===== config.mk =====
export PLATFORM = sky130hd
export DESIGN_NAME = gsensemu_gen
export DESIGN_NICKNAME = d
export VERILOG_FILES = /design/src/rtl/gsensemu_gen.sv
export SDC_FILE = /design/constraint.sdc
export NUM_CORES = 1
export LEC_CHECK = 0
export BUFFER_PORTS_ARGS = -buffer_cell sky130_fd_sc_hd__buf_2
export CORE_UTILIZATION = 45
export CTS_CLUSTER_SIZE = 12
export DETAILED_ROUTE_END_ITERATION = 6
export GPL_ROUTABILITY_DRIVEN = 0
export PLACE_DENSITY = 0.65
export SLEW_MARGIN = 10
export SYNTH_ARGS = -nofsm -noshare
export SYNTH_HDL_FRONTEND = slang
export SYNTH_SLANG_ARGS = --single-unit

===== constraint.sdc =====
create_clock -name iCLK -period 3.5 [get_ports iCLK]
set_input_delay 0.175 -clock iCLK [delete_from_list [all_inputs] [get_ports iCLK]]
set_output_delay 0.175 -clock iCLK [all_outputs]
set_load 0.1 [all_outputs]

===== src/rtl/gsensemu_gen.sv =====
// gsensemu_gen - emulated G-sensor (accelerometer) sample generator.
//
// Produces a 10-bit two's complement sample on oDIG once every SAMPLE_DIV
// clocks while enabled. Each sample slews the current value toward a target
// by at most SLEW_STEP LSB, without overshooting. The target comes from
// tilt requests: {0, AMOUNT, 00000}, bit-inverted for the negative direction.
//
// Optional feature macro: GSENSEMU_NOISE_EN adds +/-1 LSB LFSR dither to
// oDIG only. The default build has no dither.
//
// Ports:
//   iCLK         clock, rising edge
//   iRST         synchronous active-high reset
//   iENABLE      sample generation enable
//   iTILT_VALID  one-cycle strobe qualifying iTILT_AMOUNT / iTILT_DIR
//   iTILT_AMOUNT requested tilt magnitude (4 bits)
//   iTILT_DIR    requested direction, 1 = negative
//   oDIG         emulated sample, two's complement (10 bits)
//   oG_INT2      data-ready pulse, one cycle per new sample
//   oSETTLED     high while the current value equals the target
module gsensemu_gen #(
   parameter int SAMPLE_DIV = 50000,
   parameter int SLEW_STEP  = 8
) (
   input  logic       iCLK,
   input  logic       iRST,
   input  logic       iENABLE,
   input  logic       iTILT_VALID,
   input  logic [3:0] iTILT_AMOUNT,
   input  logic       iTILT_DIR,
   output logic [9:0] oDIG,
   output logic       oG_INT2,
   output logic       oSETTLED
);

   localparam int DATA_W = 10;
   localparam int EXT_W  = DATA_W + 2;
   localparam int CNT_W  = (SAMPLE_DIV > 2) ? $clog2(SAMPLE_DIV) : 1;
   localparam logic [CNT_W-1:0]       CNT_LAST = CNT_W'(SAMPLE_DIV - 1);
   localparam logic signed [EXT_W-1:0] VMAX  = 12'sd511;
   localparam logic signed [EXT_W-1:0] VMIN  = -12'sd512;
   localparam logic signed [EXT_W-1:0] STEP  = EXT_W'(SLEW_STEP);
   localparam logic signed [EXT_W-1:0] NSTEP = -STEP;

   typedef enum logic [1:0] {
      ST_IDLE    = 2'd0,
      ST_TRACK   = 2'd1,
      ST_SETTLED = 2'd2
   } state_t;

   // Clamp a widened intermediate back to the 10-bit signed range.
   function automatic logic signed [DATA_W-1:0] sat10(input logic signed [EXT_W-1:0] x);
      if (x > VMAX)
         return VMAX[DATA_W-1:0];
      else if (x < VMIN)
         return VMIN[DATA_W-1:0];
      else
         return x[DATA_W-1:0];
   endfunction

   // One slew step of c toward t; lands exactly on t when within reach.
   function automatic logic signed [DATA_W-1:0] slew(input logic signed [DATA_W-1:0] c,
                                                      input logic signed [DATA_W-1:0] t);
      logic signed [EXT_W-1:0] cx;
      logic signed [EXT_W-1:0] d;
      cx = {{2{c[DATA_W-1]}}, c};
      d  = {{2{t[DATA_W-1]}}, t} - cx;
      if (d > STEP)
         return sat10(cx + STEP);
      else if (d < NSTEP)
         return sat10(cx - STEP);
      else
         return t;
   endfunction

   state_t                   state;
   logic [CNT_W-1:0]         cnt;
   logic signed [DATA_W-1:0] cur;
   logic signed [DATA_W-1:0] tgt;
   logic signed [DATA_W-1:0] dig;
   logic                     int2;
   logic                     settled;

   logic                     tick;
   logic signed [DATA_W-1:0] tgt_new;
   logic                     tgt_chg;
   logic signed [DATA_W-1:0] cur_nxt;

`ifdef GSENSEMU_NOISE_EN
   localparam logic signed [EXT_W-1:0] PONE = 12'sd1;
   localparam logic signed [EXT_W-1:0] MONE = -12'sd1;
   logic [15:0] lfsr;
   logic        lfsr_fb;
   assign lfsr_fb = lfsr[15] ^ lfsr[13] ^ lfsr[12] ^ lfsr[10];
`endif

   assign tick    = iENABLE && (cnt == CNT_LAST);
   // Negative direction is the bitwise inverse so a parser can undo it exactly.
   assign tgt_new = iTILT_DIR ? ~{1'b0, iTILT_AMOUNT, 5'b00000} : {1'b0, iTILT_AMOUNT, 5'b00000};
   assign tgt_chg = iTILT_VALID && (tgt_new != tgt);
   assign cur_nxt = slew(cur, tgt);

   always_ff @(posedge iCLK) begin
      if (iRST) begin
         state   <= ST_IDLE;
         cnt     <= '0;
         cur     <= '0;
         tgt     <= '0;
         dig     <= '0;
         int2    <= 1'b0;
         settled <= 1'b0;
`ifdef GSENSEMU_NOISE_EN
         lfsr    <= 16'hACE1;
`endif
      end else begin
         int2 <= 1'b0;
         // The tick uses the registered target, so a strobe in the tick
         // cycle only takes effect from the following tick.
         if (iTILT_VALID)
            tgt <= tgt_new;

         if (!iENABLE) begin
            cnt     <= '0;
            state   <= ST_IDLE;
            settled <= 1'b0;
         end else begin
            if (tick) begin
               cnt  <= '0;
               cur  <= cur_nxt;
               int2 <= 1'b1;
`ifdef GSENSEMU_NOISE_EN
               dig  <= sat10({{2{cur_nxt[DATA_W-1]}}, cur_nxt} + (lfsr[0] ? PONE : MONE));
               lfsr <= {lfsr[14:0], lfsr_fb};
`else
               dig  <= cur_nxt;
`endif
            end else begin
               cnt <= cnt + 1'b1;
            end

            case (state)
               ST_IDLE: begin
                  state   <= ST_TRACK;
                  settled <= 1'b0;
               end
               ST_TRACK: begin
                  // A different target arriving in the tick cycle keeps us tracking.
                  if (tick && (cur_nxt == tgt) && !tgt_chg) begin
                     state   <= ST_SETTLED;
                     settled <= 1'b1;
                  end
               end
               ST_SETTLED: begin
                  if (tgt_chg) begin
                     state   <= ST_TRACK;
                     settled <= 1'b0;
                  end
               end
               default: begin
                  state   <= ST_IDLE;
                  settled <= 1'b0;
               end
            endcase
         end
      end
   end

   assign oDIG     = dig;
   assign oG_INT2  = int2;
   assign oSETTLED = settled;

endmodule


Word-level counts from Yosys, hierarchy flattened
Cells that the tools add are included.

cells by class
  add/subtract/negate cells = 4
  magnitude comparators = 6
  equal/unequal tests = 7
  mux-type cells = 14
  bitwise logic cells = 2
  reductions and logical operators = 10

operators by type and width
  operator                 count
  $mux W10                 7
  $gt A11 B10 Y1 const B   2
  $lt A11 B10 Y1 const B   2
  $add A16 B1 Y16 const B  1
  $eq A16 B16 Y1 const B   1
  $add A10 B5 Y11 const B  1
  $gt A11 B5 Y1 const B    1
  $lt A11 B4 Y1 const B    1
  $sub A10 B10 Y11         1
  $sub A10 B5 Y11 const B  1
  $eq A10 B10 Y1           1
  $ne A10 B10 Y1           1
  $not A9 Y10              1
  $pmux W2 S3              1
  $logic_and A1 B1 Y1      4
  $mux W2                  2
  $ne A2 B2 Y1 const B     2
  $reduce_and A2 Y1        2
  $mux W1                  3
  $reduce_or A3 Y1         1
  $eq A2 B1 Y1 const B     1
  $eq A2 B2 Y1 const B     1
  $logic_not A2 Y1         1
  $pmux W1 S2              1
  other kinds (3)          3

storage, ports and cells
  register bits after elaboration = 40

Longest topological paths before layout
  depth after elaboration = 11
  mapped depth = 15
  gate-level depth less buffers = 14

Worst setup path before layout
OpenSTA, ideal clock, no wires.

  path type = reg-to-reg
  start = register oDIG[4] (netlist name)
  end = register state[0]
  data arrival time = 4169 ps
  setup slack = -785 ps
  stages on the path, launching flop included = 15
  cells stage by stage = dfxtp_1 buf_2 inv_1 ha_1 buf_6 and2_4 a311o_1 or3_1 a221oi_2 nand4_1 a221oi_2 o211ai_1 a211oi_1 o2111ai_1 a22o_1

RTL lines
  what                  RTL line  RTL
  to (signal assigned)  105       state <= ST_IDLE;
  to (signal assigned)  124       state <= ST_IDLE;
  to (signal assigned)  143       state <= ST_TRACK;
  to (decl)             76        state_t state;

Worst setup path after layout
  start = register tgt[4]
  end = register state[1]

between the ends
  longest elaborated chain between the ends = 9
  elaborated cells on any way between the ends = 14
  those cells by class = 1 x add/sub; 2 x order compare; 4 x eq/ne; 2 x mux; 5 x reduce/logical

RTL lines
  what                              RTL line  RTL
  from (decl)                       79        logic signed [DATA_W-1:0] tgt;
  from (signal assigned)            120       tgt <= tgt_new;
  $sub A10 B10 Y11                  67        d = {{2{t[DATA_W-1]}}, t} - cx;
  $lt A11 B4 Y1                     70        else if (d < NSTEP)
  $mux W10                          70
  $mux W10                          68        if (d > STEP)
  $eq A10 B10 Y1                    148       if (tick && (cur_nxt == tgt) && !tgt_chg) begin
  $logic_and A1 B1 Y1 (2 in a row)  148
  $ne A2 B2 Y1 (no line)            n/a
  $reduce_and A2 Y1 (no line) (*)   n/a
  to (signal assigned)              149       state <= ST_SETTLED;
  to (signal assigned)              155       state <= ST_TRACK;
  to (signal assigned)              160       state <= ST_IDLE;

Every way passes the cells marked *; elsewhere a longest branch is shown, timed or not.
A chain may end at the register's enable or synchronous reset.

==> impl_metrics.ini <==
[power_and_ir_drop]
cellPowerDensity_nw_per_um2 = 306.6
sw_frac_of_total_pct = 33.93
switching_power_mw = 0.3636
internal_power_mw = 0.7080
p_leak_nw = 1.327
comb_pwr_share_pct = 33.3
post-layout-total-power_mw = 1.072
vdd_drop_max_uv = 277.0
seq_power_share_pct = 36.8
share_clk_of_total_power_pct = 29.9

[floorplanning]
initial_core_util_pct = 47.79
ioPinCount = 21
die_area_um2 = 6762
std_cell_rows = 28
floorplan.die.height_um = 82.23
dieWidth_um = 82.23
design.core.area_um2 = 6061

[route]
detailedRoute.firstIterationViolations = 215
routed_wire_length_per_instance_um = 16.15
drt-pass1-iter-count = 5
detail_route.vias_per_cell = 5.940
totalWireLength_mm = 7.783
vias = 2863
drt.antenna.violating_nets = 0
drc_errors = 0

[timing]
clock-skew-final_ns = 0.01510
timing.final.crit_share_pct = 99.55
rsz0062_at_grt = yes
slew_violations = 0
fmaxAchievable_mhz = 287.0
final_hold_viol_count = 0
worst_slew_margin_rel_pct = 64.35
finalSetupViolCount = 0
final_period_minus_worst_setup_slack_ns = 3.484
final_critical_path_setup_slack_ns = 0.01579
tightest_slew_ns = 0.5291

[synth]
synth_cell_type_count = 72
post_synth.cell_area_avg_um2 = 7.936
ys.flop_type = sky130_fd_sc_hd__dfxtp_1
synth_top_area_share_pct = 23.50
synthDominantAreaCellType = sky130_fd_sc_hd__dfxtp_1
synth_area_leaders = sky130_fd_sc_hd__dfxtp_1, sky130_fd_sc_hd__xnor2_1, sky130_fd_sc_hd__ha_1, sky130_fd_sc_hd__nor2_1, sky130_fd_sc_hd__a21oi_1
synthesized_netlist_net_count = 390
postSynthCellCount = 365
synth_sequential_area_ratio_pct = 23.50
synth.ff_latch_count = 34
synth_enable_flop_cells = 0
netlist_area_um2 = 2897
yosys_warnings = 0
synth_async_sr_flop_share_pct = 0

[final_layout]
num-nets-final = 431
area.sequential_um2 = 711.9
antenna-diode-count = 0
layout-drive-gt1-share_pct = 27.52
multi_input_comb_area_um2 = 2173
utilization_pct = 57.66
syn_to_final_growth_pct = 20.65
layout.cell_area.non_filler_um2 = 3495
post_layout_nonfiller_instances = 482
num-fill-cells = 580

[worst_setup_path]
worst_setup_path_start_kind = flop
cp-end-kind = flop
worst_path_most_repeated_cell = sky130_fd_sc_hd__o2111ai_2
crit_path_cell_trace = inv_4, ha_4, inv_2, fa_2, a211oi_4, o31ai_4, xor2_2, o2111ai_2, o41ai_4, buf_4, nor2b_1, a221oi_2, a211oi_2, o2111ai_2, o21ai_1
worst_path_max_fanout = 6
worst_path_slowest_cell = sky130_fd_sc_hd__o41ai_4
worst-setup-path-type = flop to flop
critical_path_required_ns = 3.67
timing.critical_path.slowest_cell_delay_ns = 0.53
data_arrival_time_of_the_critical_path_ns = 3.66

[run_status]
outcome = finished, final reports clean

[placed_design]
preCtsSetupSlack_ns = -0.005269
detailed_place.area_um2 = 3291
placed_cells_incl_taps = 469
numPortBuffers = 20
dp_hpwl_mm = 5.895

[global_route]
first_pass_grt_wire_length_mm = 12.51
pin_count_of_the_biggest_net_entering_global_routing = 17
grt_remaining_overflow = 0
busiest_layer = met2
first_global_vias = 2555
grt_antenna_before_repair = 0
track_usage_pct = 24.33
grt_use_met3_pct = 3.956
use_met2_pct = 37.60
met1_usage_pct = 33.02

[clock_network]
clock-sinks = 34
htree_num_levels = 2
cts_tree = yes
cts_hold_buf = 0
clk_latency_ns = 0.30
buffer_cell_driving_the_clock_tree_root = sky130_fd_sc_hd__clkbuf_8
cts_inserted_buffers = 5
clock_edge_transition_at_the_registers_on_the_reported_setup_and_hold_paths_ns = 0.09
clock_path_buffers = 2

[run]
max-cap-violations = 0

[min_path]
hold_crit_class = input port to flop
## cells by family (layout without fill, tap and decap cells)
family | Yosys count | in the layout | share of synthesized area, %
AO/OA/AOI/OAI | 94 | 94 | 25.62
buffers and inverters | 38 | 80 | 5.788
AND/OR/NAND/NOR | 143 | 143 | 24.92
adder cells (fa/ha/maj) | 16 | 16 | 7.171
flip-flops | 34 | 34 | 23.50
XOR/XNOR | 33 | 33 | 9.978
multiplexers | 7 | 7 | 3.024
## metal layers
| layer | up-vias | wire, um |
|---|---|---|
| li1 | 1420 | - |
| met1 | 1330 | 3637 |
| met2 | 98 | 3479 |
| met3 | 15 | 403 |
| met4 | 0 | 262 |
| met5 | - | 0 |
## per-stage QoR
stage                     hold WS [ns]  setup TNS (ns)
after floorplan                 0.2478         -0.1078
after global placement          0.4243               0
after detailed placement        0.4321       -0.005269
after CTS                       0.1908               0
after global routing            0.2148         -0.4140
final                           0.1902               0
## worst paths after layout
kind | from | end | slack (ns) | cells past startpoint
setup / recovery | tgt[4] | state[1] | 0.02 | 15
hold / removal | iTILT_AMOUNT[0] | tgt[5] | 0.19 | 3
setup reg to reg | tgt[4] | state[1] | 0.02 | 15
hold reg to reg | cnt[0] | cnt[0] | 0.44 | 1
## worst max-delay path: cells and delay by family (launching register included)
family	cells	cell delay (ns)
AO/OA/AOI/OAI	8	1.83
XOR/XNOR	1	0.22
adder cells (fa/ha/maj)	2	0.55
buffers and inverters	3	0.32
flip-flops	1	0.36
AND/OR/NAND/NOR	1	0.07
## power groups by stage
stage / Clock [mW] / Sequential [mW] / Combinational, mW
after floorplan: 0 / 0.405 / 0.227
after global placement: 0 / 0.403 / 0.309
after detailed placement: 0 / 0.403 / 0.312
after CTS: 0.325 / 0.394 / 0.320
after global routing: 0.346 / 0.394 / 0.384
final: 0.321 / 0.394 / 0.356
## cell usage in the layout (no fill, tap or decap), drive strengths merged, types with 3 or more instances in the layout
master   count
a211oi      11
a21oi       19
a221oi       6
and3         8
buf         53
clkbuf       6
dfxtp       34
ha          15
inv         20
mux2i        6
nand2       23
nand3       15
nand3b       3
nand4        3
nor2        50
nor2b        6
nor3         8
nor4         9
o2111ai      5
o211ai       7
o21ai       13
o22ai        3
or2          6
or4          3
xnor2       24
xor2         9
## state kept, by name (all words and copies together), names as in the netlist
register	flops
oDIG	10
tgt	5
oG_INT2	1
state	2
cnt	16
## layout make-up
cell class	count	share of cell area (%)
Inverter	19	2.112
Timing Repair Buffer	53	9.953
Tap cell	75	2.685
Clock buffer	6	2.363
Clock inverter	2	0.3222
Sequential cell	34	20.37
Multi-Input combinational cell	293	62.19
## repair_timing
item	4_1_cts	5_1_grt
endpoints found under the hold margin	0	0
endpoints found under the setup margin	1	2
pin swaps	0	4
gates resized for setup	3	9
setup buffers	0	5
## synthesized netlist by cell type, drive strengths merged (3+ instances only)
cell,count
nor2,50
dfxtp,34
xnor2,24
nand2,23
a21oi,19
inv,19
ha,15
nand3,15
o21ai,13
a211oi,11
clkbuf,10
buf,9
nor4,9
xor2,9
and3,8
nor3,8
o211ai,7
a221oi,6
mux2i,6
nor2b,6
or2,6
o2111ai,5
nand3b,3
nand4,3
o22ai,3
or4,3
(Power assumes the default switching activity.)
